===== src/rtl/reg_file_mp.sv =====
// reg_file_mp: NUM_RD-read/1-write register file with hardwired-zero entry and sequential clear engine.
// Define REGFILE_BYPASS_EN to forward a committing write to matching read ports in the same cycle.
module reg_file_mp #(
  parameter int DATA_W   = 32,
  parameter int ADDR_W   = 5,
  parameter int NUM_RD   = 2,
  parameter int ZERO_REG = 1
) (
  input  logic                       clk_i,
  input  logic                       rst_ni,
  input  logic [NUM_RD*ADDR_W-1:0]   rd_addr_i,
  output logic [NUM_RD*DATA_W-1:0]   rd_data_o,
  input  logic                       wr_en_i,
  input  logic [ADDR_W-1:0]          wr_addr_i,
  input  logic [DATA_W-1:0]          wr_data_i,
  output logic                       wr_ready_o,
  input  logic                       clr_req_i,
  output logic                       busy_o,
  output logic                       clr_done_o
);
  localparam int DEPTH = 2**ADDR_W;
  localparam logic [ADDR_W-1:0] FIRST = ADDR_W'(ZERO_REG != 0);
  localparam logic [ADDR_W-1:0] LAST  = ADDR_W'(DEPTH - 1);
  typedef enum logic [1:0] {IDLE, CLEAR, DONE} state_e;
  state_e            state_q;
  logic [ADDR_W-1:0] idx_q;
  logic              busy_q, clr_done_q, wr_ready_q;
  logic [DATA_W-1:0] mem_q [DEPTH];
  logic [DATA_W-1:0] mem_d [DEPTH];
  logic              wr_fire, zero_hit;
  assign wr_fire    = wr_en_i && wr_ready_q;
  assign zero_hit   = (ZERO_REG != 0) && (wr_addr_i == '0);
  assign wr_ready_o = wr_ready_q;
  assign busy_o     = busy_q;
  assign clr_done_o = clr_done_q;
  // Write port and clear engine never overlap: wr_ready is low throughout CLEAR.
  always_comb begin
    mem_d = mem_q;
    if (wr_fire && !zero_hit) mem_d[wr_addr_i] = wr_data_i;
    if (state_q == CLEAR) mem_d[idx_q] = '0;
  end
  always_ff @(posedge clk_i or negedge rst_ni) begin
    if (!rst_ni) mem_q <= '{default: '0};
    else mem_q <= mem_d;
  end
  always_ff @(posedge clk_i or negedge rst_ni) begin
    if (!rst_ni) begin
      state_q    <= IDLE;
      idx_q      <= '0;
      busy_q     <= 1'b0;
      clr_done_q <= 1'b0;
      wr_ready_q <= 1'b1;
    end else begin
      case (state_q)
        IDLE: if (clr_req_i) begin
          state_q    <= CLEAR;
          idx_q      <= FIRST;
          busy_q     <= 1'b1;
          wr_ready_q <= 1'b0;
        end
        CLEAR: begin
          idx_q <= idx_q + ADDR_W'(1);
          if (idx_q == LAST) begin
            state_q    <= DONE;
            busy_q     <= 1'b0;
            clr_done_q <= 1'b1;
            wr_ready_q <= 1'b1;
          end
        end
        default: begin
          state_q    <= IDLE;
          clr_done_q <= 1'b0;
        end
      endcase
    end
  end
  for (genvar i = 0; i < NUM_RD; i++) begin : g_rd
    logic [ADDR_W-1:0] ra;
    assign ra = rd_addr_i[i*ADDR_W +: ADDR_W];
`ifdef REGFILE_BYPASS_EN
    assign rd_data_o[i*DATA_W +: DATA_W] = !rst_ni ? '0 :
      (wr_fire && !zero_hit && wr_addr_i == ra) ? wr_data_i : mem_q[ra];
`else
    assign rd_data_o[i*DATA_W +: DATA_W] = !rst_ni ? '0 : mem_q[ra];
`endif
  end
endmodule


===== config.mk =====
export PLATFORM = sky130hd
export DESIGN_NAME = reg_file_mp
export DESIGN_NICKNAME = d
export VERILOG_FILES = /design/src/rtl/reg_file_mp.sv
export SDC_FILE = /design/constraint.sdc
export NUM_CORES = 2
export LEC_CHECK = 0
export BUFFER_PORTS_ARGS = -buffer_cell sky130_fd_sc_hd__buf_4
export CAP_MARGIN = 0
export CELL_PAD_IN_SITES_DETAIL_PLACEMENT = 0
export CELL_PAD_IN_SITES_GLOBAL_PLACEMENT = 1
export CORE_ASPECT_RATIO = 2
export CORE_MARGIN = 4
export CORE_UTILIZATION = 54
export DETAILED_ROUTE_END_ITERATION = 10
export GPL_ROUTABILITY_DRIVEN = 0
export GPL_TIMING_DRIVEN = 1
export HOLD_SLACK_MARGIN = 0.05
export PLACE_DENSITY_LB_ADDON = 0.25
export REMOVE_ABC_BUFFERS = 1
export SYNTH_ARGS = -nofsm -noshare
export SYNTH_HDL_FRONTEND = slang
export SYNTH_SLANG_ARGS = --single-unit

===== constraint.sdc =====
create_clock -name clk_i -period 4.25 [get_ports clk_i]
set_input_delay 0 -clock clk_i [delete_from_list [all_inputs] [get_ports clk_i]]
set_output_delay 0 -clock clk_i [all_outputs]
set_load 0.02 [all_outputs]

# == Yosys cells after proc, flatten, opt, wreduce, memory -nomap -nowiden ==
# Index checks and enable logic that the tools add are counted.
# op_classes
add_sub_neg,1
magnitude_cmp,6
n_eq_ne,4
n_mux,27
bitwise_logic,7
n_reduce_logical,12
# op_table
operator,count
1024-bit 2-to-1 mux,2
1024-bit AND,1
1024-bit bitwise mux,1
1024-bit inverter,1
32-bit binary-select mux with 5-bit select,2
32-bit demux with 5-bit select,2
32-bit 2-to-1 mux,8
6-bit >= comparator (second input constant),4
5-bit inverter with 6-bit output,4
6-bit by 1-bit less-than comparator with 1-bit output (second input constant),2
5-bit case mux with 2 select lines,1
1-bit case mux with 2 select lines,3
2-bit AND reduction,3
5-bit by 1-bit adder with 5-bit output (second input constant),1
5-bit == test (second input constant),1
5-bit zero test,1
5-bit 2-to-1 mux,1
1-bit logical AND,4
1-bit 2-to-1 mux,4
2-bit 2-to-1 mux,2
2-bit case mux with 2 select lines,1
3-bit AND reduction,1
2-bit by 1-bit == test with 1-bit output (second input constant),1
2-bit zero test,1
5 further kinds,5
# word_totals
ff_bits,1034
inputBits,51
output_inout_bits,67
word_cells,94

# == Longest topological paths before layout ==
# logic_depth
word_depth,9
ltp_mapped,9
depth_no_buf,6

# == Worst setup path after synthesis ==
# Ideal clock, no wire load.
# synth_timing
path_kind,register to register
startpoint,"register wr_ready_q, in the netlist wr_ready_o"
endpoint,register mem_q[108] in the netlist's numbering
setup_ns,0.136
t_arrival_ns,1.980
required_ns,4.114
path_slack_ns,2.134
path_stages_with_launch,8
n_path_buf,3
period_less_slack_ns,2.116
cell_sequence,dfstp_2 buf_2 nand4_1 or4b_1 clkbuf_1 clkbuf_1 nand2_1 a21oi_1
# synth_rtl
element,line_no,text
from (decl),27,"logic busy_q, clr_done_q, wr_ready_q;"
from (signal assigned),52,wr_ready_q <= 1'b1;
from (signal assigned),59,wr_ready_q <= 1'b0;
from (signal assigned),67,wr_ready_q <= 1'b1;
to (signal assigned),44,else mem_q <= mem_d;
to (decl),28,logic [DATA_W-1:0] mem_q [DEPTH];

==> out/summary.md <==
The worst reg2reg path startpoint was state_q[0]. The post-route minimum period works out to 2990 ps. The top flip-flop cell by instance count after synthesis was sky130_fd_sc_hd__dfrtp_1.

The min-delay analysis places its worst path in the category input port to async pin. Fraction of post-synthesis cell area in the top cell type by area: 0.451. The initial antenna violation count is 7, and the number of buffer cells added on primary ports is 117. The final period utilization was 0.703. For the required time of the critical path, the log shows 4790 ps. Of all cell types, the one taking the most synthesized area is sky130_fd_sc_hd__dfrtp_1. The cell total after placement is 6,909. The tools report the total number of placement rows as 168. For the number of optimization iterations in the first detailed-route pass, the log shows 6.

The die covers 112,000 um2. Post-CTS timing repair inserted 0 buffers for setup. Leaving out filler cells and counting taps, the final layout contains 7,111.

The setup slack of the critical path after layout is 1260 ps. The logs give 0.413 for the total track usage and 50.7k for the number of global-route vias before repair. The tool flagged a number of max-cap violations equal to 0. On the worst path, the slowest cell contributes a delay of 1170 ps.

Dividing the detail-routed via count by the number of cells gives 7.02. Total of warnings raised by yosys: 0. The run finished with clean final reports. Static timing analysis puts the maximum clock frequency at 335 MHz. By instance count, the leading cell after synthesis is sky130_fd_sc_hd__nand2_1. The synthesized flop and latch total is 1,034, and the power per standard cell area is 431 nW/um2. For the number of setup violations in the final report, the log shows 0. The endpoint identified for the worst register-to-register timing path is mem_q[306].

The run gives 57,400 um2 as the cell area after technology mapping. Setup slack on the worst reg-to-reg path comes out at 1260 ps. The clock root buffer master was sky130_fd_sc_hd__clkbuf_16.

CTS built an H-tree with a depth of 3. The slowest stage of the critical path is the sky130_fd_sc_hd__nor2_4 cell. The effective utilization at floorplan is 0.546. The logs give 0.0962 for the relative slew slack and 0 for the final hold violation count. Traced cell by cell, the critical path runs through nor2b_1 > nand2_1 > nor2_4 > a21oi_1. For the final number of max-transition violations, the log shows 0. Measured along the y axis, the die boundary spans 469 um.

The tree built by TritonCTS fans out to 1,034 sinks. The number of violations reported at the end of detailed-routing iteration 0 is 6,283, and the number of instances resized during post-cts repair is 0. The type of origin of the critical path is a flop. The transition time at the pin with the least slew margin came out at 1350 ps. Global routing finished with a remaining overflow of 0. The tools report the arrival time of the worst setup path as 3530 ps.

The tools report the setup skew after layout as 19.3 ps. After clock tree synthesis, the clock-pin slew on the worst setup and hold paths is 70 ps. By count the netlist is led by sky130_fd_sc_hd__nand2_1 (2,033), sky130_fd_sc_hd__dfrtp_1 (1,033), sky130_fd_sc_hd__a21oi_1 (995).

After technology mapping, the gate count stands at 5,878. TritonCTS created 93 clock buffers. In the final design database the tool counted 5,735 nets. Relative to the synthesized area, the layout overhead comes to 10.0%.

The share of synthesized registers carrying an async set or reset works out to 1.00. The first global-routing pass estimated 338,000 um of wire. For this design the static power due to leakage is 26.0 nW.

Before CTS, the worst setup slack after placement is 1340 ps. By startpoint and endpoint, the worst setup path is classified as flop to flop. For this run, design rule violations remaining after detail routing come to 0. STA classifies the critical path endpoint as a flop.

Summed over all layers, the routed wires come to 232,000 um. After legalization and detailed placement, the total HPWL measured 142,000 um. In this run, synthesis inferred 0 flip-flops with an integrated enable. For the final cell utilization of the core, the log shows 0.601. Entering global routing, the biggest net connects 124 pins. A synthesized cell averages 9.76 um2. Count of distinct cell types in the synthesized netlist: 47. Of all nets on the critical path, the largest fanout is 32. In this run the count of I/O pins placed on the die edge is 118. The tools report the fraction of the yosys area taken by sequential cells as 0.451.

Ranked by total cell area, the synthesized netlist is headed by sky130_fd_sc_hd__dfrtp_1 (45%), sky130_fd_sc_hd__mux4_2 (18%), sky130_fd_sc_hd__nand2_1 (13%). The insertion delay of the later-clocked pin in the worst-skew pair came out at 720 ps. Grouping stages by cell kind, the critical path spends the most delay in simple AND/OR/NAND/NOR gates.

For the worst flop-to-flop path, the logic depth is 4. The critical path buffer and inverter count is 0, and the final total negative setup slack is 0 ps. The routed length per instance was 32.6 um. Across the VDD grid, the largest voltage drop is 369 uV. Setup repair after global routing left no endpoint under its margin. Once detail routing completed, the nets flagged for antenna violations numbered 0. The proportion of layout cells with a drive suffix above 1 came out at 0.196.

Measured along the x axis, the die boundary spans 238 um. The logs give 49.9k for the via count of the routed design and 105,000 um2 for the core region area. The clock tree buffer depth is 3. TritonCTS built the clock tree.
## final cells by class
type                    count  area (um2)
multi-input cells        4220       29400
well taps                1360        1700
inverters                   6        25.0
clock inverters            39         547
fillers                  9000       42000
repair buffers            324        2900
clock buffers             126        2660
flip-flops and latches   1034       25900
diodes                      2        5.00
## power breakdown
group / internal [mW] / leakage, nW / switching (mW) / total, mW
Sequential: 11.1 / 14.3 / 1.08 / 12.2
Clock: 5.18 / 1.56 / 4.09 / 9.26
Combinational: 2.26 / 10.1 / 3.50 / 5.76
Total: 18.5 / 26.0 / 8.67 / 27.2
## worst max-delay path by stage
stage	from	end	slack, ps	cells after the start
floorplan	wr_ready_o	mem_q[0]	1050	4
global placement	state_q[0]	mem_q[818]	1410	5
detailed placement	state_q[0]	mem_q[306]	1340	4
CTS	state_q[0]	mem_q[291]	1330	4
global route	state_q[0]	mem_q[960]	1150	5
finish	state_q[0]	mem_q[306]	1260	4
## cell families after synthesis
group	after synthesis	share of synthesized area
adders and majority gates	5	0.00109
AOI/OAI and AO/OA	1306	0.127
and+or+nand+nor	2202	0.152
buffers and inverters	624	0.0455
DFF	1034	0.451
muxes	707	0.224
## layer usage
metal | global-route usage | wire length [um] | up-vias
li1 | - | - | 20200
met4 | 0.327 | 23700 | 8
met5 | 0 | 44 | -
met2 | 0.663 | 109000 | 3658
met1 | 0.479 | 75400 | 24700
met3 | 0.0913 | 23900 | 1374
## flip-flops by register name (all words and copies together) (netlist names)
signal,flops
busy_o,1
mem_q,1024
wr_ready_o,1
idx_q,5
state_q,2
clr_done_o,1
## cells in the final DEF, fill, tap and decap left out, types with 41 or more instances in the layout
| cell | n |
|---|---|
| sky130_fd_sc_hd__mux4_2 | 448 |
| sky130_fd_sc_hd__dfrtp_1 | 1033 |
| sky130_fd_sc_hd__clkbuf_16 | 95 |
| sky130_fd_sc_hd__a31oi_1 | 64 |
| sky130_fd_sc_hd__mux2i_1 | 130 |
| sky130_fd_sc_hd__o21ai_0 | 49 |
| sky130_fd_sc_hd__o221ai_1 | 64 |
| sky130_fd_sc_hd__nand2_1 | 2029 |
| sky130_fd_sc_hd__a221oi_1 | 46 |
| sky130_fd_sc_hd__a22oi_1 | 64 |
| sky130_fd_sc_hd__mux2_2 | 129 |
| sky130_fd_sc_hd__buf_4 | 258 |
| sky130_fd_sc_hd__a21oi_1 | 995 |
| sky130_fd_sc_hd__nor2_4 | 41 |
## tightest hold or removal path, stage by stage
cell and delay [ps]:
sky130_fd_sc_hd__dlygate4sd3_1 570, sky130_fd_sc_hd__buf_8 320, sky130_fd_sc_hd__buf_16 320
## repair_timing
| action | 4_1_cts | 5_1_grt |
|---|---|---|
| hold buffers | 35 | 0 |
| hold endpoints to repair | 1312 | 0 |
| endpoints found under the setup margin | 0 | 0 |
## through the flow
| step | power [mW] | hold WS (ps) | instance area [um2] |
|---|---|---|---|
| final | 27.2 | 119 | 63100 |
| after global routing | 28.0 | 119 | 63100 |
| after CTS | 27.1 | 62.6 | 63100 |
| after detailed placement | 17.9 | 82.5 | 59500 |
| after global placement | 17.7 | 68.1 | 59500 |
| after floorplan | 15.0 | -296 | 54800 |
No activity file was read; power rests on OpenSTA's default activity.
